--- src/rtl/ysyx_22050550_axi_arbiter.sv ---
// rtl/ysyx_22050550_axi_arbiter.sv - two-requester round-robin arbiter onto one AXI master port
// One outstanding transaction; requester 0 is read-only, requester 1 reads and writes.
module ysyx_22050550_axi_arbiter #(
   parameter int AW = 64,
   parameter int DW = 64
) (
   input  logic            clock,
   input  logic            reset,
   // requester 0 read
   input  logic            s0_ar_valid,
   input  logic [AW-1:0]   s0_ar_addr,
   input  logic [7:0]      s0_ar_len,
   input  logic [2:0]      s0_ar_size,
   input  logic [1:0]      s0_ar_burst,
   output logic            s0_ar_ready,
   output logic            s0_r_valid,
   output logic [DW-1:0]   s0_r_data,
   output logic            s0_r_last,
   input  logic            s0_r_ready,
   // requester 1 read
   input  logic            s1_ar_valid,
   input  logic [AW-1:0]   s1_ar_addr,
   input  logic [7:0]      s1_ar_len,
   input  logic [2:0]      s1_ar_size,
   input  logic [1:0]      s1_ar_burst,
   output logic            s1_ar_ready,
   output logic            s1_r_valid,
   output logic [DW-1:0]   s1_r_data,
   output logic            s1_r_last,
   input  logic            s1_r_ready,
   // requester 1 write
   input  logic            s1_aw_valid,
   input  logic [AW-1:0]   s1_aw_addr,
   input  logic [7:0]      s1_aw_len,
   input  logic [2:0]      s1_aw_size,
   input  logic [1:0]      s1_aw_burst,
   output logic            s1_aw_ready,
   input  logic            s1_w_valid,
   input  logic [DW-1:0]   s1_w_data,
   input  logic [DW/8-1:0] s1_w_strb,
   input  logic            s1_w_last,
   output logic            s1_w_ready,
   output logic            s1_b_valid,
   input  logic            s1_b_ready,
   // master port
   output logic            m_ar_valid,
   output logic [AW-1:0]   m_ar_addr,
   output logic [7:0]      m_ar_len,
   output logic [2:0]      m_ar_size,
   output logic [1:0]      m_ar_burst,
   input  logic            m_ar_ready,
   input  logic            m_r_valid,
   input  logic [DW-1:0]   m_r_data,
   input  logic            m_r_last,
   output logic            m_r_ready,
   output logic            m_aw_valid,
   output logic [AW-1:0]   m_aw_addr,
   output logic [7:0]      m_aw_len,
   output logic [2:0]      m_aw_size,
   output logic [1:0]      m_aw_burst,
   input  logic            m_aw_ready,
   output logic            m_w_valid,
   output logic [DW-1:0]   m_w_data,
   output logic [DW/8-1:0] m_w_strb,
   output logic            m_w_last,
   input  logic            m_w_ready,
   input  logic            m_b_valid,
   output logic            m_b_ready,
   output logic            busy,
   output logic            burst_err
);

   typedef enum logic [2:0] {
      IDLE  = 3'd0,
      RADDR = 3'd1,
      RDATA = 3'd2,
      WADDR = 3'd3,
      WDATA = 3'd4,
      WRESP = 3'd5
   } state_t;

   state_t      state, state_n;
   logic        owner, owner_n;
   logic        last_grant, last_grant_n;
   logic [8:0]  beat, beat_n;
   logic [7:0]  len_q, len_n;
   logic        burst_err_n;
   logic        grant;

   logic            req0, req1;
   logic            own_ar_valid;
   logic [AW-1:0]   own_ar_addr;
   logic [7:0]      own_ar_len;
   logic [2:0]      own_ar_size;
   logic [1:0]      own_ar_burst;
   logic            own_r_ready;

   assign req0 = s0_ar_valid;
   assign req1 = s1_aw_valid | s1_ar_valid;

   assign own_ar_valid = owner ? s1_ar_valid : s0_ar_valid;
   assign own_ar_addr  = owner ? s1_ar_addr  : s0_ar_addr;
   assign own_ar_len   = owner ? s1_ar_len   : s0_ar_len;
   assign own_ar_size  = owner ? s1_ar_size  : s0_ar_size;
   assign own_ar_burst = owner ? s1_ar_burst : s0_ar_burst;
   assign own_r_ready  = owner ? s1_r_ready  : s0_r_ready;

   assign busy = (state != IDLE);

   always_ff @(posedge clock or negedge reset) begin
      if (!reset) begin
         state      <= IDLE;
         owner      <= 1'b0;
         last_grant <= 1'b1;
         beat       <= 9'd0;
         len_q      <= 8'd0;
         burst_err  <= 1'b0;
      end else begin
         state      <= state_n;
         owner      <= owner_n;
         last_grant <= last_grant_n;
         beat       <= beat_n;
         len_q      <= len_n;
         burst_err  <= burst_err_n;
      end
   end

   always_comb begin
      state_n      = state;
      owner_n      = owner;
      last_grant_n = last_grant;
      beat_n       = beat;
      len_n        = len_q;
      burst_err_n  = 1'b0;
      grant        = 1'b0;

      s0_ar_ready = 1'b0;
      s0_r_valid  = 1'b0;
      s0_r_data   = '0;
      s0_r_last   = 1'b0;
      s1_ar_ready = 1'b0;
      s1_r_valid  = 1'b0;
      s1_r_data   = '0;
      s1_r_last   = 1'b0;
      s1_aw_ready = 1'b0;
      s1_w_ready  = 1'b0;
      s1_b_valid  = 1'b0;
      m_ar_valid  = 1'b0;
      m_ar_addr   = '0;
      m_ar_len    = '0;
      m_ar_size   = '0;
      m_ar_burst  = '0;
      m_r_ready   = 1'b0;
      m_aw_valid  = 1'b0;
      m_aw_addr   = '0;
      m_aw_len    = '0;
      m_aw_size   = '0;
      m_aw_burst  = '0;
      m_w_valid   = 1'b0;
      m_w_data    = '0;
      m_w_strb    = '0;
      m_w_last    = 1'b0;
      m_b_ready   = 1'b0;

      case (state)
         IDLE: begin
            if (req0 || req1) begin
               grant   = (req0 && req1) ? ~last_grant : req1;
               owner_n = grant;
               // requester 1 prefers its write when both of its channels are valid
               state_n = (grant && s1_aw_valid) ? WADDR : RADDR;
            end
         end
         RADDR: begin
            m_ar_valid = own_ar_valid;
            m_ar_addr  = own_ar_addr;
            m_ar_len   = own_ar_len;
            m_ar_size  = own_ar_size;
            m_ar_burst = own_ar_burst;
            if (owner) s1_ar_ready = m_ar_ready;
            else       s0_ar_ready = m_ar_ready;
            if (own_ar_valid && m_ar_ready) begin
               len_n   = own_ar_len;
               beat_n  = 9'd0;
               state_n = RDATA;
            end else if (!own_ar_valid) begin
               state_n = IDLE;
            end
         end
         RDATA: begin
            if (owner) begin
               s1_r_valid = m_r_valid;
               s1_r_data  = m_r_data;
               s1_r_last  = m_r_last;
            end else begin
               s0_r_valid = m_r_valid;
               s0_r_data  = m_r_data;
               s0_r_last  = m_r_last;
            end
            m_r_ready = own_r_ready;
            if (m_r_valid && own_r_ready) begin
               beat_n = beat + 9'd1;
               if (m_r_last) begin
                  state_n      = IDLE;
                  last_grant_n = owner;
                  burst_err_n  = ((beat + 9'd1) != ({1'b0, len_q} + 9'd1));
               end
            end
         end
         WADDR: begin
            m_aw_valid  = s1_aw_valid;
            m_aw_addr   = s1_aw_addr;
            m_aw_len    = s1_aw_len;
            m_aw_size   = s1_aw_size;
            m_aw_burst  = s1_aw_burst;
            s1_aw_ready = m_aw_ready;
            if (s1_aw_valid && m_aw_ready) state_n = WDATA;
         end
         WDATA: begin
            m_w_valid  = s1_w_valid;
            m_w_data   = s1_w_data;
            m_w_strb   = s1_w_strb;
            m_w_last   = s1_w_last;
            s1_w_ready = m_w_ready;
            if (s1_w_valid && m_w_ready && s1_w_last) state_n = WRESP;
         end
         WRESP: begin
            s1_b_valid = m_b_valid;
            m_b_ready  = s1_b_ready;
            if (m_b_valid && s1_b_ready) begin
               state_n      = IDLE;
               last_grant_n = 1'b1;
            end
         end
         default: state_n = IDLE;
      endcase
   end

endmodule

--- config.mk ---
export PLATFORM = sky130hd
export DESIGN_NAME = ysyx_22050550_axi_arbiter
export DESIGN_NICKNAME = d
export VERILOG_FILES = /design/src/rtl/ysyx_22050550_axi_arbiter.sv
export SDC_FILE = /design/constraint.sdc
export NUM_CORES = 1
export LEC_CHECK = 0
export ABC_AREA = 1
export BUFFER_PORTS_ARGS = -buffer_cell sky130_fd_sc_hd__buf_2
export CAP_MARGIN = 20
export CORE_AREA = 2 2 291 293
export CTS_BUF_LIST = sky130_fd_sc_hd__clkbuf_8
export CTS_CLUSTER_SIZE = 20
export DETAILED_ROUTE_END_ITERATION = 10
export DIE_AREA = 0 0 293 295
export GPL_ROUTABILITY_DRIVEN = 0
export PLACE_DENSITY_LB_ADDON = 0.2
export SETUP_SLACK_MARGIN = 0.5
export SYNTH_ARGS = -nofsm -noshare
export SYNTH_HDL_FRONTEND = slang
export SYNTH_SLANG_ARGS = --single-unit
--- constraint.sdc ---
create_clock -name clock -period 1.7 [get_ports clock]
set_input_delay 0 -clock clock [delete_from_list [all_inputs] [get_ports clock]]
set_output_delay 0 -clock clock [all_outputs]
set_load 0.05 [all_outputs]
After elaboration in Yosys (flattened, before gate mapping)
Cells that the tools add are included.
{ "word_totals": {"ff_bits": 23, "output_inout_bits": 371, "latch_bits": 0, "romBits": 0, "memories": 0, "mem_bits_rw": 0} }
{ "op_classes": {"n_shift": 0, "n_eq_ne": 14, "n_lt_le_gt_ge": 0, "mul": 0, "reduce_logical": 18, "muxes": 62, "add_sub_neg": 2, "bitwise": 2, "n_div": 0} }
{ "op_table": {"columns": ["op", "count"], "rows": [
  ["$mux W64", 8],
  ["$mux W3", 11],
  ["$mux W8", 4],
  ["$mux W1", 30],
  ["$mux W9", 2],
  ["$pmux W3 S6", 1],
  ["$pmux W9 S2", 1],
  ["$ne A2 B2 Y1 const B", 7],
  ["$add A8 B1 Y9 const B", 1],
  ["$add A9 B1 Y9 const B", 1],
  ["$ne A9 B9 Y1", 1],
  ["$logic_and A1 B1 Y1", 8],
  ["$mux W2", 4],
  ["$reduce_and A7 Y1", 1],
  ["$eq A3 B2 Y1 const B", 2],
  ["$eq A3 B3 Y1 const B", 2],
  ["$reduce_and A2 Y1", 2],
  ["$reduce_and A4 Y1", 1],
  ["$reduce_bool A2 Y1", 2],
  ["$eq A3 B1 Y1 const B", 1],
  ["$logic_not A3 Y1", 1],
  ["$ne A3 B3 Y1 const B", 1],
  ["$reduce_and A3 Y1", 1],
  ["$reduce_bool A3 Y1", 1],
  ["4 further kinds", 4]
]} }

Depth between registers and ports, before layout
Gate-level depths: netlist (run 1).
{ "logic_depth": {"depth_word": 7, "ltp_mapped": 12, "depth_no_buf": 12} }

Worst setup path after synthesis (run 1)
OpenSTA, ideal clock, no wires.
{ "synth_timing": {"kind": "register to output", "startpoint": "register state[1]", "endpoint": "output s0_ar_ready", "path_buffers": 1, "stages_incl_launch_ff": 5, "setup_slack_ns": -0.184, "t_arrival_ns": 1.884, "required_ns": 1.700, "path_cell_list": "dfrtp_1 -> inv_1 -> nand3_2 -> buf_2 -> nor3_1"} }
{ "synth_between": {"elab_chain_cells": 2} }
{ "synth_rtl": {"columns": ["element", "line_no", "source"], "rows": [
  ["start, declared", "82", "state_t state, state_n;"],
  ["start signal, assigned", "119", "state <= state_n;"],
  ["$eq A3 B1 Y1", "165", "case (state)"],
  ["$mux W1", "165", null],
  ["end, declared", "15", "output logic s0_ar_ready,"]
]} }
Every way passes these cells.

Worst setup path in the final report (run 1)
{ "layout_timing": {"startpoint": "register state[1]", "endpoint": "output s0_r_data[63]"} }
{ "layout_between": {"elab_chain_cells": 2} }
{ "layout_rtl": {"columns": ["element", "line_no", "source"], "rows": [
  ["$eq A3 B2 Y1", "165", null],
  ["$mux W64", "165", null],
  ["end, declared", "17", "output logic [DW-1:0] s0_r_data,"]
]} }
Every way passes these cells.

==> reports/metrics.yaml, run 1 <==
worst_setup_path:
  required_ns: 1.70
  cp_max_fo: 12
  worstPathArrival_ns: 1.82
  crit_type: "reg -> out"
  critPathLaunchType: "flop"
  critPathCaptureType: "output port"
finish:
  area_growth_syn_to_layout_pct: 243
  final_nets: 2246
  regArea_sq_um: 584
  multiInputGateArea_sq_um: 5190
  final_area_sq_um: 16300
  drive_gt1_share_pct: 68.1
  fill_cells: 9426
yosys:
  yosys-top-cells-count: "327 x nor2_1, 255 x inv_1, 220 x nand2_1, 73 x a21oi_1, 26 x clkbuf_1"
  ys_ff_latch: 23
  yosysMostFrequentCell: "nor2_1"
  yosys_most_used_dff: "dfrtp_1"
  async_flop_share_pct: 100
  yosysUniqueCellTypes: 29
  avgSynthCellArea_sq_um: 4.58
  synthCells: 1035
  yosysTopAreaCellShare_pct: 25.9
  synthesis.area_sq_um: 4740
  seq_area_frac_synth_pct: 12.2
  synth_top_cells_by_area: "nor2_1 26%, inv_1 20%, nand2_1 17%, dfrtp_1 12%, a21oi_1 7.7%"
  synth_nets: 1420
  synth-edff-count: 0
  yosys_warnings: 0
  synth_largest_area_cell: "nor2_1"
clock_tree:
  ctsLongestPathBuffers: 2
  cts.clk_slew.worst_paths_ns: 0.10
  htreeDepth: 1
  cts_tree: "yes"
  cts_buffers: 3
  cts_sinks: 23
  insertion_delay_ns: 0.28
  root_buffer: "clkbuf_8"
sta:
  fin_crit_sh_pct: 107
  slew_violations: 0
  final.setup.worst_slack_ns: -0.121
  layout_min_cycle_time_ns: 1.82
  final_hold_viol_count: 0
  tightest_slew_ns: 0.627
  setup_viol: 223
  max_freq_ghz: 0.549
  slew-limit-headroom_pct: 58.2
  whs_ns: 0.0560
  rsz0062_at_grt: "true"
  fin_skew_ns: 0.00445
global_route:
  grt_pass1_wl_mm: 65.9
  grt_use_total_pct: 10.6
  antenna_found_initial: 36
  gr-total-overflow: 0
  grt_pass1_vias: 9125
  grt_max_degree: 40
die:
  die_h_um: 295
  coreArea_sq_um: 83200
  dieArea_sq_um: 86400
  fp.dieW_um: 293
  start_util_pct: 5.70
  io_pins: 754
  fp-row-count: 106
worst_hold_path:
  hold_class: "in -> reg"
pwr:
  clkPwrFrac_pct: 1.7
  p_comb_share_pct: 94.0
  power_density_nw_per_um2: 1400
  switching_share_pct: 59.9
  p_leak_nw: 8.15
  internal_power_w: 0.00913
  p_sw_w: 0.0137
  power_frac_seq_pct: 4.3
  peakVddDrop_v: 0.000867
status:
  violations: "negative setup slack"
  status: "finished with violations"
placement:
  place_hpwl_mm: 41.5
  place.port_buffers: 753
  placed_cell_area_sq_um: 12500
route:
  num_vias: 9425
  via_per_inst: 3.19
  wirelength_mm: 53.8
  first_iter_violations: 245
  ant_nets: 0
  avgRoutedWirePerCell_um: 18.2
  drc_errors: 0
  drt_pass1_iterations: 4
run:
  maxCapViolations: 0
==> logic make-up (layout without fill, tap and decap cells) <==
family	count (synthesis)	in the layout	synth area share (%)
xor gates and xnor gates	8	8	1.48
adders and majority gates	2	2	0.527
DFF	23	23	12.2
and+or+nand+nor	578	579	47.2
AOI/OAI and AO/OA	104	104	11.7
muxes	8	8	1.69
buffers and inverters	312	1136	25.3
other	0	14	0
==> power groups by stage <==
stage | logic, W | registers, W | clock network, W
CTS | 0.0186 | 0.000949 | 0.000400
global route | 0.0225 | 0.00101 | 0.000425
global placement | 0.0158 | 0.000926 | 0
detailed placement | 0.0157 | 0.000924 | 0
floorplan | 0.0107 | 0.000896 | 0
finish | 0.0214 | 0.000981 | 0.000387
==> worst max-delay path: stages, from the launching register on <==
cell	delay, ns
dfrtp_2	0.46
buf_4	0.15
nand3_2	0.10
clkinv_4	0.11
nand2_8	0.10
buf_12	0.19
buf_12	0.20
nor2_2	0.06
buf_6	0.15
==> state kept, by name, summed over array words and instances (netlist names) <==
name        flops
last_grant      1
state           3
burst_err       1
len_q           8
owner           1
beat            9
==> worst paths after layout <==
| path | slack, ns | to | depth (start not counted) | startpoint |
|---|---|---|---|---|
| hold / removal | 0.06 | len_q[4] | 3 | s0_ar_len[4] |
| setup reg to reg | -0.07 | beat[7] | 9 | owner |
| setup / recovery | -0.12 | s0_r_data[63] | 8 | state[1] |
| min in group asynchronous | 0.26 | burst_err | 2 | reset |
| max in group asynchronous | 0.97 | owner | 2 | reset |
| hold reg to reg | 0.53 | last_grant | 2 | last_grant |
==> cells in the final DEF (no fill, tap or decap), types with 5 or more instances in the layout <==
| cell type | netlist | layout |
|---|---|---|
| buf_2 | 22 | 452 |
| inv_1 | 255 | 248 |
| buf_6 | 0 | 200 |
| nand2_1 | 220 | 192 |
| nor2_4 | 1 | 162 |
| nor2_2 | 0 | 84 |
| nor2_1 | 327 | 82 |
| buf_4 | 0 | 78 |
| buf_12 | 0 | 65 |
| a21oi_2 | 0 | 50 |
| buf_8 | 0 | 42 |
| a21oi_4 | 1 | 20 |
| nand2_4 | 0 | 19 |
| dfrtp_1 | 22 | 18 |
| buf_16 | 0 | 18 |
| nand3_1 | 20 | 17 |
| clkbuf_16 | 0 | 17 |
| diode_2 | 0 | 14 |
| o21ai_0 | 16 | 12 |
| nand2_2 | 2 | 9 |
| inv_2 | 1 | 5 |
| o21ai_1 | 3 | 5 |
==> through the flow <==
stage	utilization, %	std cells	total power [W]	setup WS (ns)	setup TNS, ns
after detailed placement	15.0	2877	0.0166	0.0573	0
after global routing	19.5	2946	0.0240	-0.203	-35.99
after floorplan	-	1035	0.0116	0.129	0
after CTS	17.2	2905	0.0199	-0.0932	-11.29
final	19.5	2954	0.0228	-0.121	-10.81
after global placement	15.0	2877	0.0167	0.0521	0
==> routing by layer <==
metal	vias up	track usage (%)	part of all wire, %
li1	4650	-	-
met1	4285	11.8	39
met2	412	19.7	52
met3	74	3.15	7.0
met4	4	2.16	2.2
met5	-	0	0.050
==> repair_timing <==
item	4_1_cts	5_1_grt
gates resized for setup	422	352
cloned	12	23
endpoints found under the setup margin	393	393
hold endpoints to repair	22	0
pin swaps	4	33
hold buffers	1	0
buffers inserted	11	12
==> layout make-up <==
type / instances / area share [%]
repair buffers: 876 / 49.6
multi-input cells: 701 / 31.9
well taps: 1080 / 8.31
inverters: 256 / 6.08
flip-flops and latches: 23 / 3.59
clock buffers: 3 / 0.254
diodes: 14 / 0.216
clock inverters: 1 / 0.0231
Power figures use the tool's default switching activity.
==> run 2, diff against run 1 <==
--- a/config.mk
+++ b/config.mk
@@ -14,7 +14,7 @@
 export DETAILED_ROUTE_END_ITERATION = 10
 export DIE_AREA = 0 0 293 295
 export GPL_ROUTABILITY_DRIVEN = 0
-export PLACE_DENSITY_LB_ADDON = 0.2
+export PLACE_DENSITY = 0.3
 export SETUP_SLACK_MARGIN = 0.5
 export SYNTH_ARGS = -nofsm -noshare
 export SYNTH_HDL_FRONTEND = slang
==> reports/metrics.yaml, run 2 (same netlist as run 1, synthesis figures left out) <==
status:
  status: "finished with violations"
  violations: "negative setup slack"
global_route:
  grt_pass1_wl_mm: 68.9
  gr-total-overflow: 0
  antenna_found_initial: 16
  grt_pass1_vias: 9408
  grt_max_degree: 39
  grt_use_total_pct: 11.0
die:
  fp-row-count: 106
  io_pins: 754
  coreArea_sq_um: 83200
  die_h_um: 295
  start_util_pct: 5.70
  fp.dieW_um: 293
  dieArea_sq_um: 86400
placement:
  dp.cells: 2897
  place.port_buffers: 753
  place_hpwl_mm: 44.2
sta:
  rsz0062_at_grt: "true"
  slew_violations: 0
  fin_crit_sh_pct: 107
  setup_viol: 237
  layout_min_cycle_time_ns: 1.82
  tightest_slew_ns: 0.586
  slew-limit-headroom_pct: 60.9
  fin_skew_ns: 0.0121
  final_hold_viol_count: 0
  max_freq_ghz: 0.549
  whs_ns: 0.0551
  final.setup.worst_slack_ns: -0.120
clock_tree:
  cts_sinks: 23
  htreeDepth: 1
  root_buffer: "clkbuf_8"
  cts_tree: "yes"
  insertion_delay_ns: 0.29
  cts_buffers: 3
  cts.clk_slew.worst_paths_ns: 0.09
  ctsLongestPathBuffers: 2
pwr:
  p_leak_nw: 8.09
  peakVddDrop_v: 0.000479
  power_density_nw_per_um2: 1350
finish:
  largest_reg_flops: 9
  area_growth_syn_to_layout_pct: 247
  fin_util_pct: 19.8
  layoutNonFillerInstCount: 2964
  final_nets: 2265
  regMostFlops: "beat"
  drive_gt1_share_pct: 67.5
  layout_common_cells: "433 x buf_2, 247 x inv_1, 212 x nand2_1"
  reg_top3: "beat: 9 flops, len_q: 8 flops, state: 3 flops"
  layout_commonest_cell: "buf_2"
route:
  via_per_inst: 3.16
  first_iter_violations: 309
  ant_nets: 0
  drc_errors: 0
  drt_pass1_iterations: 4
  num_vias: 9369
  avgRoutedWirePerCell_um: 18.0
  wirelength_mm: 53.2
run:
  maxCapViolations: 0
worst_setup_path:
  crit_buf_inv: 6
  crit_slowest_cell: "dfrtp_2"
  critPathCaptureType: "output port"
  cpPeakStageDelay_ns: 0.46
  crit_type: "reg -> out"
  worstPathArrival_ns: 1.82
  critPathLaunchType: "flop"
  required_ns: 1.70
  cp_max_fo: 15
  cp_cell_sequence: "nor2_4, inv_1, nor2_1, buf_4, inv_12, buf_12, nor2_4, buf_12, buf_12"
  crit_path_frequent_cell: "buf_12"
  crit_family: "buffers and inverters"
worst_hold_path:
  hold_class: "in -> reg"
-- run 2: changes by cell type in the layout (fill, tap and decap cells not counted), moves of 9 or more --
cell	before	now
buf_12	65	94
buf_2	452	433
buf_4	78	112
buf_6	200	186
diode_2	14	5
nand2_1	192	212
nand2_4	19	3
nor2_2	84	67
nor2_4	162	187
-- run 2: final cells by class --
| cell class | count | area (sq um) |
|---|---|---|
| Clock inverter | 1 | 5.00 |
| Inverter | 256 | 987 |
| Multi-Input combinational cell | 703 | 5170 |
| Fill cell | 9400 | 66700 |
| Timing Repair Buffer | 893 | 8280 |
| Clock buffer | 3 | 41.3 |
| Antenna cell | 5 | 12.5 |
| Tap cell | 1080 | 1350 |
| Sequential cell | 23 | 588 |
-- run 2: what timing repair did --
item / CTS / global route
hold buffers: 1 / 0
setup endpoints to repair: 393 / 393
endpoints found under the hold margin: 22 / 0
cloned: 8 / 16
gates resized for setup: 400 / 372
buffers inserted: 20 / 13
pin swaps: 4 / 18
-- run 2: worst paths after layout --
| kind | end | slack (ns) | cells after the start | start |
|---|---|---|---|---|
| max | m_w_data[2] | -0.12 | 9 | state[0] |
| min | owner | 0.06 | 3 | s1_ar_valid |
| max reg2reg | beat[2] | 0.05 | 7 | state[0] |
| min reg2reg | last_grant | 0.55 | 2 | last_grant |
| max in group asynchronous | owner | 1.00 | 2 | reset |
| min in group asynchronous | burst_err | 0.25 | 2 | reset |
-- run 2: stage by stage --
step | instance area (sq um) | TNS (ns) | power [W] | worst slack (ns)
CTS | 14800 | -25.59 | 0.0206 | -0.148
floorplan | 6350 | 0 | 0.0116 | 0.129
global placement | 13000 | 0 | 0.0174 | 0.0229
finish | 16400 | -10.26 | 0.0222 | -0.120
detailed placement | 13000 | 0 | 0.0173 | 0.0354
global route | 16400 | -39.98 | 0.0235 | -0.205
-- run 2: routing by layer --
| layer | vias up | track usage [%] | part of all wire (%) |
|---|---|---|---|
| li1 | 4675 | - | - |
| met1 | 4266 | 12.5 | 37 |
| met2 | 379 | 19.8 | 52 |
| met3 | 41 | 4.13 | 9.0 |
| met4 | 8 | 1.84 | 1.6 |
| met5 | - | 0 | 0.088 |
-- run 2: worst reg2reg max path, stage by stage, from the launching register on --
cell and delay, ns:
dfrtp_2 0.44, buf_4 0.14, nand3_4 0.12, buf_4 0.18, nor2_4 0.13, nand2_4 0.08
a21oi_4 0.30, o22ai_1 0.15
-- run 2: power breakdown --
| group | internal [W] | total (W) | switching, W |
|---|---|---|---|
| Combinational | 0.00797 | 0.0209 | 0.0129 |
| Sequential | 0.000737 | 0.000978 | 0.000241 |
| Clock | 0.000165 | 0.000387 | 0.000222 |
| Total | 0.00887 | 0.0222 | 0.0134 |
==> run 3, diff against run 2 <==
--- a/config.mk
+++ b/config.mk
@@ -10,11 +10,11 @@
 export CAP_MARGIN = 20
 export CORE_AREA = 2 2 291 293
 export CTS_BUF_LIST = sky130_fd_sc_hd__clkbuf_8
-export CTS_CLUSTER_SIZE = 20
+export CTS_CLUSTER_SIZE = 10
 export DETAILED_ROUTE_END_ITERATION = 10
 export DIE_AREA = 0 0 293 295
 export GPL_ROUTABILITY_DRIVEN = 0
-export PLACE_DENSITY = 0.3
+export PLACE_DENSITY = 0.35
 export SETUP_SLACK_MARGIN = 0.5
 export SYNTH_ARGS = -nofsm -noshare
 export SYNTH_HDL_FRONTEND = slang
==> reports/metrics.yaml, run 3 (same netlist as run 1, synthesis figures left out) <==
route:
  avgRoutedWirePerCell_um: 19.4
  via_per_inst: 3.22
  num_vias: 9531
  first_iter_violations: 266
  wirelength_mm: 57.3
  drt_pass1_iterations: 4
  drc_errors: 0
  ant_nets: 0
finish:
  reg_top3: "beat: 9 flops, len_q: 8 flops, state: 3 flops"
  fin_util_pct: 20.8
  final_nets: 2263
  layout_common_cells: "393 x buf_2, 244 x inv_1, 220 x nor2_4"
  fill_cells: 9280
  largest_reg_flops: 9
  area_growth_syn_to_layout_pct: 265
  regMostFlops: "beat"
  layout_commonest_cell: "buf_2"
  drive_gt1_share_pct: 71.1
worst_setup_path:
  crit_family: "buffers and inverters"
  worstPathArrival_ns: 1.83
  cp_cell_sequence: "buf_4, inv_2, nand3_4, buf_12, buf_12, a21oi_4, buf_12"
  crit_path_frequent_cell: "buf_12"
  crit_buf_inv: 5
  critPathCaptureType: "output port"
  crit_slowest_cell: "dfrtp_2"
  required_ns: 1.70
  cp_max_fo: 23
  crit_type: "reg -> out"
  critPathLaunchType: "flop"
  cpPeakStageDelay_ns: 0.47
clock_tree:
  cts.clk_slew.worst_paths_ns: 0.09
  cts_buffers: 3
  cts_tree: "yes"
  root_buffer: "clkbuf_8"
  cts_sinks: 23
  htreeDepth: 1
  ctsLongestPathBuffers: 2
  insertion_delay_ns: 0.29
sta:
  max_freq_ghz: 0.546
  whs_ns: 0.0493
  rsz0062_at_grt: "true"
  slew_violations: 0
  final.setup.worst_slack_ns: -0.131
  fin_skew_ns: 0.0116
  setup_viol: 256
  layout_min_cycle_time_ns: 1.83
  slew-limit-headroom_pct: 57.0
  tightest_slew_ns: 0.645
  fin_crit_sh_pct: 108
  final_hold_viol_count: 0
  timing.setup.tns_ns: -12.68
die:
  coreArea_sq_um: 83200
  dieArea_sq_um: 86400
  io_pins: 754
  die_h_um: 295
  start_util_pct: 5.70
  fp.dieW_um: 293
  fp-row-count: 106
pwr:
  peakVddDrop_v: 0.000580
  finalPower_w: 0.0234
  power_density_nw_per_um2: 1350
  p_leak_nw: 8.21
status:
  violations: "negative setup slack"
  status: "finished with violations"
global_route:
  grt_max_degree: 76
  grt_use_total_pct: 11.5
  antenna_found_initial: 28
  grt_pass1_wl_mm: 71.1
  grt_pass1_vias: 9248
  gr-total-overflow: 0
run:
  maxCapViolations: 0
worst_hold_path:
  hold_class: "in -> reg"
placement:
  place.port_buffers: 753
  place_hpwl_mm: 47.1
==> run 3: cell types whose count changed in the layout (fill, tap and decap cells not counted), sizes merged <==
cell | before | now
clkbuf | 14 | 20
bufbuf | 2 | 0
buf | 879 | 875
nand2 | 225 | 223
inv | 255 | 254
diode | 5 | 1
clkinv | 1 | 2
==> run 3: final cells by class <==
cell class / count / area [sq um] / area share [%]
diodes: 1 / 2.50 / 0.0144
clock buffers: 3 / 41.3 / 0.238
clock inverters: 1 / 5.00 / 0.0289
inverters: 256 / 998 / 5.76
multi-input cells: 701 / 5510 / 31.8
flip-flops and latches: 23 / 586 / 3.38
well taps: 1080 / 1350 / 7.80
repair buffers: 893 / 8830 / 51.0
==> run 3: stage by stage <==
stage | cells | worst slack, ns | area (sq um)
floorplan | 1035 | 0.129 | 6350
global placement | 2899 | -0.00186 | 13500
detailed placement | 2899 | 0.0121 | 13500
CTS | 2921 | -0.166 | 15000
global route | 2958 | -0.202 | 17300
finish | 2958 | -0.131 | 17300
==> run 3: report_power, final <==
part           switching [W]  leakage (nW)  total, W  internal, W
registers           0.000272         0.294   0.00101     0.000734
clock network       0.000226        0.0255  0.000392     0.000165
logic                 0.0134          7.89    0.0220      0.00863
total                 0.0139          8.21    0.0234      0.00953
==> run 3: path summary, 6_finish.rpt <==
| kind | cells past startpoint | startpoint | endpoint | slack (ns) |
|---|---|---|---|---|
| max reg2reg | 9 | owner | beat[3] | 0.03 |
| min in group asynchronous | 2 | reset | beat[4] | 0.30 |
| max in group asynchronous | 2 | reset | owner | 0.92 |
| max | 7 | state[1] | m_ar_addr[12] | -0.13 |
| min | 3 | s1_ar_valid | owner | 0.05 |
| min reg2reg | 2 | last_grant | last_grant | 0.54 |
==> run 3: layer usage <==
metal	wire (um)	GRT usage (%)
met5	33	0
met4	907	0.650
met3	5120	3.25
met2	28100	20.3
met1	23100	14.4
==> run 3: worst reg2reg max path, cell delays in order (launching register included) <==
cell and delay, ns:
dfrtp_4 0.57, buf_6 0.15, buf_6 0.12, nand2_4 0.06, o21ai_4 0.06, nor2_4 0.14, nor2_4 0.07, a21oi_4 0.18
clkbuf_16 0.18, o22ai_2 0.05
==> run 3: timing repair <==
| action | in CTS | in global routing |
|---|---|---|
| setup buffers | 12 | 20 |
| cloned | 5 | 16 |
| hold endpoints to repair | 22 | 0 |
| resized for setup | 382 | 543 |
| hold buffers | 1 | 0 |
| pin swaps | 14 | 38 |
| endpoints found under the setup margin | 393 | 393 |
